==> src/rtl/hazard_ctrl.sv <==
// Pipeline hazard controller: load-use stalls, multi-cycle EX busy stalls,
// taken-branch IF/ID flushes, and a saturating stall-cycle counter.
module hazard_ctrl #(
  parameter int REG_W       = 5,
  parameter int ZERO_REG    = 31,
  parameter int LOAD_LAT    = 1,
  parameter int FLUSH_DEPTH = 1,
  parameter int CNT_W       = 16
) (
  input  logic             clk,
  input  logic             reset_n,
  input  logic             idex_mem_read,
  input  logic [REG_W-1:0] idex_rd,
  input  logic [REG_W-1:0] ifid_rn,
  input  logic [REG_W-1:0] ifid_rm,
  input  logic             ifid_rn_used,
  input  logic             ifid_rm_used,
  input  logic             branch_taken,
  input  logic             mc_start,
  input  logic             mc_done,
  input  logic             stat_clr,
  output logic             pc_write,
  output logic             ifid_write,
  output logic             idex_write,
  output logic             control_off,
  output logic             if_flush,
  output logic [CNT_W-1:0] stall_count
);

  typedef enum logic [1:0] {
    IDLE   = 2'd0,
    LSTALL = 2'd1,
    MCBUSY = 2'd2,
    FLUSH  = 2'd3
  } state_t;

  // Reload values: the cycle that enters LSTALL/FLUSH is itself the first
  // stall/flush cycle, so the counter covers the remaining ones minus one.
  localparam logic [1:0]       LL_RELOAD = 2'((LOAD_LAT    > 1) ? LOAD_LAT    - 2 : 0);
  localparam logic [1:0]       FD_RELOAD = 2'((FLUSH_DEPTH > 1) ? FLUSH_DEPTH - 2 : 0);
  localparam logic [REG_W-1:0] ZERO_IDX  = REG_W'(ZERO_REG);

  state_t     state, state_nxt;
  logic [1:0] cnt, cnt_nxt;
  logic       hazard;
  logic       branch_ok;

  assign hazard = idex_mem_read && (idex_rd != ZERO_IDX) &&
                  (((idex_rd == ifid_rn) && ifid_rn_used) ||
                   ((idex_rd == ifid_rm) && ifid_rm_used));

  assign branch_ok = branch_taken && ((state == IDLE) || (state == LSTALL));

  // NOTE: sequential state uses non-blocking assignments so every register
  // samples the pre-edge values, independent of statement order.
  always_ff @(posedge clk or negedge reset_n) begin
    if (!reset_n) begin
      state <= IDLE;
      cnt   <= 2'd0;
    end else begin
      state <= state_nxt;
      cnt   <= cnt_nxt;
    end
  end

  // NOTE: every combinational output gets a default before any branch;
  // a path that leaves a variable unassigned would infer a latch.
  always_comb begin
    state_nxt = state;
    cnt_nxt   = cnt;
    if (branch_ok) begin
      if (FLUSH_DEPTH > 1) begin
        state_nxt = FLUSH;
        cnt_nxt   = FD_RELOAD;
      end else begin
        state_nxt = IDLE;
        cnt_nxt   = 2'd0;
      end
    end else begin
      case (state)
        IDLE: begin
          if (mc_start) begin
            state_nxt = MCBUSY;
          end else if (hazard && (LOAD_LAT > 1)) begin
            state_nxt = LSTALL;
            cnt_nxt   = LL_RELOAD;
          end
        end
        LSTALL: begin
          if (cnt == 2'd0) state_nxt = IDLE;
          else             cnt_nxt   = cnt - 2'd1;
        end
        MCBUSY: begin
          if (mc_done) state_nxt = IDLE;
        end
        FLUSH: begin
          if (branch_taken)       cnt_nxt   = FD_RELOAD;
          else if (cnt == 2'd0)   state_nxt = IDLE;
          else                    cnt_nxt   = cnt - 2'd1;
        end
        default: begin
          state_nxt = IDLE;
          cnt_nxt   = 2'd0;
        end
      endcase
    end
  end

  // Outputs are gated by reset_n directly so an asserted reset forces the
  // defaults in the same cycle, even though hazard/branch are combinational.
  always_comb begin
    pc_write    = 1'b1;
    ifid_write  = 1'b1;
    idex_write  = 1'b1;
    control_off = 1'b0;
    if_flush    = 1'b0;
    if (reset_n) begin
      if (branch_ok) begin
        if_flush    = 1'b1;
        control_off = 1'b1;
      end else begin
        case (state)
          IDLE: begin
            if (!mc_start && hazard) begin
              pc_write    = 1'b0;
              ifid_write  = 1'b0;
              control_off = 1'b1;
            end
          end
          LSTALL: begin
            pc_write    = 1'b0;
            ifid_write  = 1'b0;
            control_off = 1'b1;
          end
          MCBUSY: begin
            if (!mc_done) begin
              pc_write   = 1'b0;
              ifid_write = 1'b0;
              idex_write = 1'b0;
            end
          end
          FLUSH: begin
            if_flush    = 1'b1;
            control_off = 1'b1;
          end
          default: ;
        endcase
      end
    end
  end

  always_ff @(posedge clk or negedge reset_n) begin
    if (!reset_n) begin
      stall_count <= '0;
    end else if (stat_clr) begin
      stall_count <= '0;
    end else if (!pc_write && (stall_count != {CNT_W{1'b1}})) begin
      stall_count <= stall_count + 1'b1;
    end
  end

endmodule

==> config.mk <==
export PLATFORM = sky130hd
export DESIGN_NAME = hazard_ctrl
export DESIGN_NICKNAME = d
export VERILOG_FILES = /design/src/rtl/hazard_ctrl.sv
export SDC_FILE = /design/constraint.sdc
export NUM_CORES = 1
export LEC_CHECK = 0
export CAP_MARGIN = 0
export CELL_PAD_IN_SITES_DETAIL_PLACEMENT = 1
export CELL_PAD_IN_SITES_GLOBAL_PLACEMENT = 1
export CORE_MARGIN = 1
export CORE_UTILIZATION = 28
export DETAILED_ROUTE_END_ITERATION = 12
export GPL_TIMING_DRIVEN = 0
export PLACE_DENSITY_LB_ADDON = 0.1
export SYNTH_ARGS = -nofsm -noshare
export SYNTH_HDL_FRONTEND = slang
export SYNTH_SLANG_ARGS = --single-unit
==> constraint.sdc <==
create_clock -name clk -period 2 [get_ports clk]
set_clock_uncertainty 0.2 [all_clocks]
set_input_delay 0.5 -clock clk [delete_from_list [all_inputs] [get_ports clk]]
set_output_delay 0.5 -clock clk [all_outputs]
set_load 0.005 [all_outputs]
# Yosys cells after proc, flatten, opt, wreduce, memory -nomap -nowiden
# Index checks and enable logic that the tools add are counted.
# Widths: inputs -> output; s select.
[word_totals] ram_bits=0 latch_bits=0 ff_bits=20 input_bits=24 rom_bits=0 mem_count=0 wordCells=59
[classes] n_shift=0 eq_ne=10 magnitude_cmp=0 n_reduce_logical=17 n_bitwise=0 n_div=0 multipliers=0 mux=27 addsub=2
[ops] op="$mux 16" n=2
[ops] op="$add 16x1->16 const B" n=1
[ops] op="$mux 2" n=8
[ops] op="$ne 16x16->1 const B" n=1
[ops] op="$mux 1" n=13
[ops] op="$eq 5x5->1" n=2
[ops] op="$ne 3x3->1 const B" n=3
[ops] op="$pmux 2 s4" n=1
[ops] op="$logic_and 1x1->1" n=7
[ops] op="$ne 5x5->1 const B" n=1
[ops] op="$eq 2x2->1 const B" n=2
[ops] op="$logic_not 2->1" n=2
[ops] op="$pmux 2 s2" n=1
[ops] op="$pmux 1 s3" n=1
[ops] op="$reduce_and 3->1" n=1
[ops] op="$reduce_bool 3->1" n=1
[ops] op="$eq 2x1->1 const B" n=1
[ops] op="$logic_not 1->1" n=2
[ops] op="$logic_or 1x1->1" n=2
[ops] op="$pmux 1 s2" n=1
[ops] op="$reduce_bool 2->1" n=1
[ops] op="$reduce_or 2->1" n=1
[ops] op="$sub 2x1->2 const B" n=1

# Longest topological paths before layout
[logic_depth] depth_word=13 ltp_mapped=9 depth_no_buf=7

# Least setup slack after synthesis
# No wires, ideal clock.
[synth_timing] path_kind="input port to flip-flop" from="in idex_rd[4]" to="reg stall_count[8]" arrival_ns=1.938 setup_ns=0.078 n_path_buf=1 path_slack_ns=-0.216 path_stages=7 path_cell_list="and4_4 > a2111oi_4 > or2b_2 > nand3_2 > buf_6 > or4_1 > a21oi_1"
[synth_via] elab_chain_len=12 elab_cells_between_ends=16 cone_classes="eq/ne: 3; mux: 4; reduce/logical: 9"
[synth_rtl] item="start: declaration" line="13" rtl="input logic [REG_W-1:0] idex_rd,"
[synth_rtl] item="$eq 5x5->1 (on tied branches)" line="49, 50"
[synth_rtl] item="$logic_and 1x1->1 (on tied branches)" line="49, 50"
[synth_rtl] item="$logic_or 1x1->1" line="49" rtl="(((idex_rd == ifid_rn) && ifid_rn_used) ||"
[synth_rtl] item="$logic_and 1x1->1 *" line="48" rtl="assign hazard = idex_mem_read && (idex_rd != ZERO_IDX) &&"
[synth_rtl] item="$logic_and 1x1->1 *" line="124" rtl="if (!mc_start && hazard) begin"
[synth_rtl] item="$mux 1 *" line="124"
[synth_rtl] item="$pmux 1 s3 *" line="122" rtl="case (state)"
[synth_rtl] item="$mux 1 *" line="118" rtl="if (branch_ok) begin"
[synth_rtl] item="$mux 1 *" line="117" rtl="if (reset_n) begin"
[synth_rtl] item="$logic_not 1->1 *" line="157" rtl="end else if (!pc_write && (stall_count != {CNT_W{1'b1}})) begin"
[synth_rtl] item="$logic_and 1x1->1 *" line="157"
[synth_rtl] item="$reduce_bool 2->1 (no source line) *"
[synth_rtl] item="end signal: assignment" line="158" rtl="stall_count <= stall_count + 1'b1;"
[synth_rtl] item="end: declaration" line="27" rtl="output logic [CNT_W-1:0] stall_count"
# Every way passes the cells marked *; elsewhere a longest branch is shown, timed or not.
# A chain may end at the register's enable or synchronous reset.

# Worst setup path in the final report
[layout_timing] from="in ifid_rn[2]" to="out pc_write"
[layout_via] elab_chain_len=9
[layout_rtl] item="start: declaration" line="14" rtl="input logic [REG_W-1:0] ifid_rn,"
[layout_rtl] item="$eq 5x5->1" line="49"
[layout_rtl] item="$logic_and 1x1->1" line="49"
[layout_rtl] item="$logic_or 1x1->1" line="49"
[layout_rtl] item="$logic_and 1x1->1" line="48"
[layout_rtl] item="$logic_and 1x1->1" line="124"
[layout_rtl] item="$mux 1" line="124"
[layout_rtl] item="$pmux 1 s3" line="122"
[layout_rtl] item="$mux 1" line="118"
[layout_rtl] item="$mux 1" line="117"
[layout_rtl] item="end: declaration" line="22" rtl="output logic pc_write,"
# No other way between the ends.

==> summary.md <==
| Metric | Value |
|---|---|
| Via count of the first global-routing pass | between 1k and 1.5k |
| Crit-path max FO | 2 |
| Layout cells sized above 1 | a little over two fifths |
| Synthesized cell area | 1120 um^2 |
| Buf+Inv Stages, Crit Path | 3 |
| Leakage | between 0.0008 and 0.0009 uW |
| Async set-reset flop share out of synthesis | 100% |
| Die Wd | 65.4 um |
| Pre-antenna DRT Iters | 4 |
| Crit path max-delay cell type | o22ai_2 |
| Register area share after synthesis | 37.8% |
| Post-route ant nets | 0 |
| All-Layer GR Usage | 20.1% |
| Clock buffer depth | 2 |
| Peak Freq | approximately 420 MHz |
| Hold depth | 2 |
| Flop2flop setup slack | -0.21 ns |
| First-pass GRT wire length | between 6000 and 7000 um |
| CP required | 1.30 ns |
| IO Pins | 45 |
| HPWL Detailed | 2660 um |
| Tmin final | approximately 2.4 ns |
| Area Overhead vs Synth | 77.2% |
| Main synth FF type | dfrtp_1 |
| Post-Synth Simple-Gate Area | between 20% and 30% |
| Slew of the pin with the lowest slew margin | approximately 0.86 ns |
| PD cells | 403 nW/um^2 |
| Post-synthesis xor/xnor area fraction | 10.1% |
| Hold worst-path end | stall_count[5]$_DFFE_PN0P_ |
| Largest family of logic cells by synthesized area | simple AND/OR/NAND/NOR gates |
| Post-route setup slack | -0.362 ns |
| Crit Reg-Reg Endpoint | stall_count[8]$_DFFE_PN0P_ |
| Detailed-route wire length | 3960 um |
| Area taken by multi-input logic gates | 788 um^2 |
| DRC errors left | 0 |
| Final GP Congestion | 0.754 |
| FF-to-FF path depth | 8 |
| Sequential Area | 432 um^2 |
| Most frequent cell on the critical path | buf_6 |
| Post-synth EDFFs | 0 |
| Std-Cell Rows | 22 |
| Final hold vios | 0 |
| Hold Crit Class | reg2reg |
| Min-delay src | stall_count[5]$_DFFE_PN0P_ |
| Worst slew margin | 42.3% |
| Worst Setup End Kind | output pin |
| Syn Nets | 150 |
| IO buf count | 43 |
| Failing checks | setup timing |
| Most frequent cells in the layout | 23 x buf_4, 15 x clkdlybuf4s50_1, 13 x buf_2 |
| Most common cell after layout, fill and taps aside | buf_4 |
| Total CTS buffers | 3 |
| YS warnings | 0 |
| Post-DR wirelength/cell | approximately 16 um |
| CP cell instances | buf_2 -> xnor2_2 -> nand4_1 -> o22ai_2 -> nand2_1 -> a21o_1 -> buf_6 -> buf_6 |
| Worst Path Arrival | 1.66 ns |
| CP max stage delay | about 0.19 ns |
| Vias per inst | 5.13 |
| Delay-heaviest family, CP | compound AO/OA/AOI/OAI gates |
| Adder-cell share of the synthesized area | 1.11% |
| Start of the worst register-to-register path | stall_count[0]$_DFFE_PN0P_ |
| Status | complete, but fails checks |
| CTS tree | yes |
| Setup TNS | -4.22 ns |
| RSZ-0062 raised after global routing | true |
| Worst VDD drop | around 350 uV |
| Post-synthesis register bit count | 17 |
| Synth Area in Compound Gates | about 18% |
| # diodes | 0 |
| Worst-Skew Late Latency | 0.26 ns |
| Initial antenna violation count | 0 |
| Post-synthesis mux area share | 0.890% |
| Remaining Overflow, GRT | 0 |
| Yosys cell types | 33 |
| Maxcap violations | 0 |
| CTS root buffer | clkbuf_8 |
| Clock sink count | 17 |
| Largest net degree at the start of global routing | 18 |
| Core Region | 3740 um^2 |
| CP startpoint kind | input port |
| Part of the cycle the worst path needs | 118% |
| H-tree depth | 1 |
| Hold_ws | 0.400 ns |
| Kind of critical path | in2out |
| First DRT Iteration DRCs | 46 |
| Die height | 65.4 um |
| Via count | 1266 |
| Mean Syn Cell Area | ~9.0 um^2 |
| Nets | 225 |
| Fillers | 453 |
| Die Area | approximately 4300 um^2 |
| Starting Density | 30.0% |
| Clock transition at path regs | 0.06 ns |
| Cells after Synth | between 100 and 150 |
| Final max-slew violation count | 0 |
| Final setup vio count | 18 |
-- sequential cells by signal, indices dropped and copies added, names as in the netlist --
register and flops:
stall_count 16, state 1
-- power by group --
| group | switching (uW) | leakage [uW] | internal, uW |
|---|---|---|---|
| clock | 125 | 0.0000228 | 142 |
| combinational | 82.6 | 0.000590 | 104 |
| sequential | 4.73 | 0.000228 | 346 |
| total | 212 | 0.000841 | 592 |
-- cell usage after synthesis (3+ instances only) --
cell | n | share of area [%]
a21oi_1 | 13 | 5.8
dfrtp_1 | 17 | 38
inv_1 | 3 | 1.0
nand2_1 | 9 | 3.0
nand2b_1 | 3 | 1.7
nand3_1 | 4 | 1.8
nand4_1 | 10 | 5.6
nor2_1 | 6 | 2.0
o21ai_0 | 9 | 4.0
o31ai_1 | 4 | 2.7
or3_1 | 9 | 5.0
or4_1 | 4 | 2.7
xnor2_1 | 10 | 7.8
xor2_1 | 3 | 2.3
-- layout make-up --
class	instances	area share, %
timing repair buffer	70	30.5
multi-input combinational	100	39.5
tap	48	3.01
buffer	5	2.45
clock buffer	4	2.26
sequential	17	21.7
inverter	3	0.565
-- repair_timing --
item,in CTS,in global routing
endpoints found under the hold margin,17,0
gates cloned,2,0
pin swaps,26,9
resized for setup,121,20
hold buffers,1,0
endpoints found under the setup margin,21,22
setup buffers,23,3
-- cells by family after synthesis --
logic type | after synthesis
adder cells (fa/ha/maj) | 1
buffers and inverters | 8
multiplexers | 1
XOR/XNOR | 13
flip-flops | 17
AO/OA/AOI/OAI | 31
AND/OR/NAND/NOR | 54
-- how the worst max path moves through the flow --
stage          startpoint                          end  slack (ns)  cells after the start
3_5_place_dp      reset_n  stall_count[14]$_DFFE_PN0P_       -1.31                      8
3_3_place_gp      reset_n                     pc_write       -1.26                      5
5_1_grt        ifid_rn[2]                     pc_write       -0.42                      8
4_1_cts        idex_rd[1]                     pc_write       -0.40                      7
6_report       ifid_rn[2]                     pc_write       -0.36                      8
2_1_floorplan  idex_rd[4]   stall_count[8]$_DFFE_PN0P_       -0.15                      7
-- routing by layer --
metal | vias up | GRT usage (%) | wire, um
met5 | - | 0 | 0
met4 | 0 | 2.17 | 30
met3 | 4 | 4.17 | 138
met2 | 31 | 34.4 | 1990
li1 | 613 | - | -
met1 | 618 | 26.7 | 1800
-- per-stage QoR --
step / instance area (um^2) / setup WS [ns] / cells / utilization, % / power (uW)
finish: 1990 / -0.362 / 247 / 53.2 / 804
global route: 1990 / -0.415 / 247 / 53.2 / 839
CTS: 1900 / -0.398 / 244 / 50.8 / 802
global placement: 1620 / -1.26 / 216 / 43.2 / 494
detailed placement: 1620 / -1.31 / 216 / 43.2 / 500
floorplan: 1130 / -0.146 / 125 / - / 416
-- worst reg2reg max path: stages, from the launching register on --
cell	delay, ns
dfrtp_1	0.38
ha_1	0.23
and2_1	0.18
nand4_1	0.13
o21ba_2	0.20
nand3_4	0.13
buf_8	0.17
or4_4	0.42
a21oi_2	0.12
Note: power is estimated with default switching activity, not from simulation.
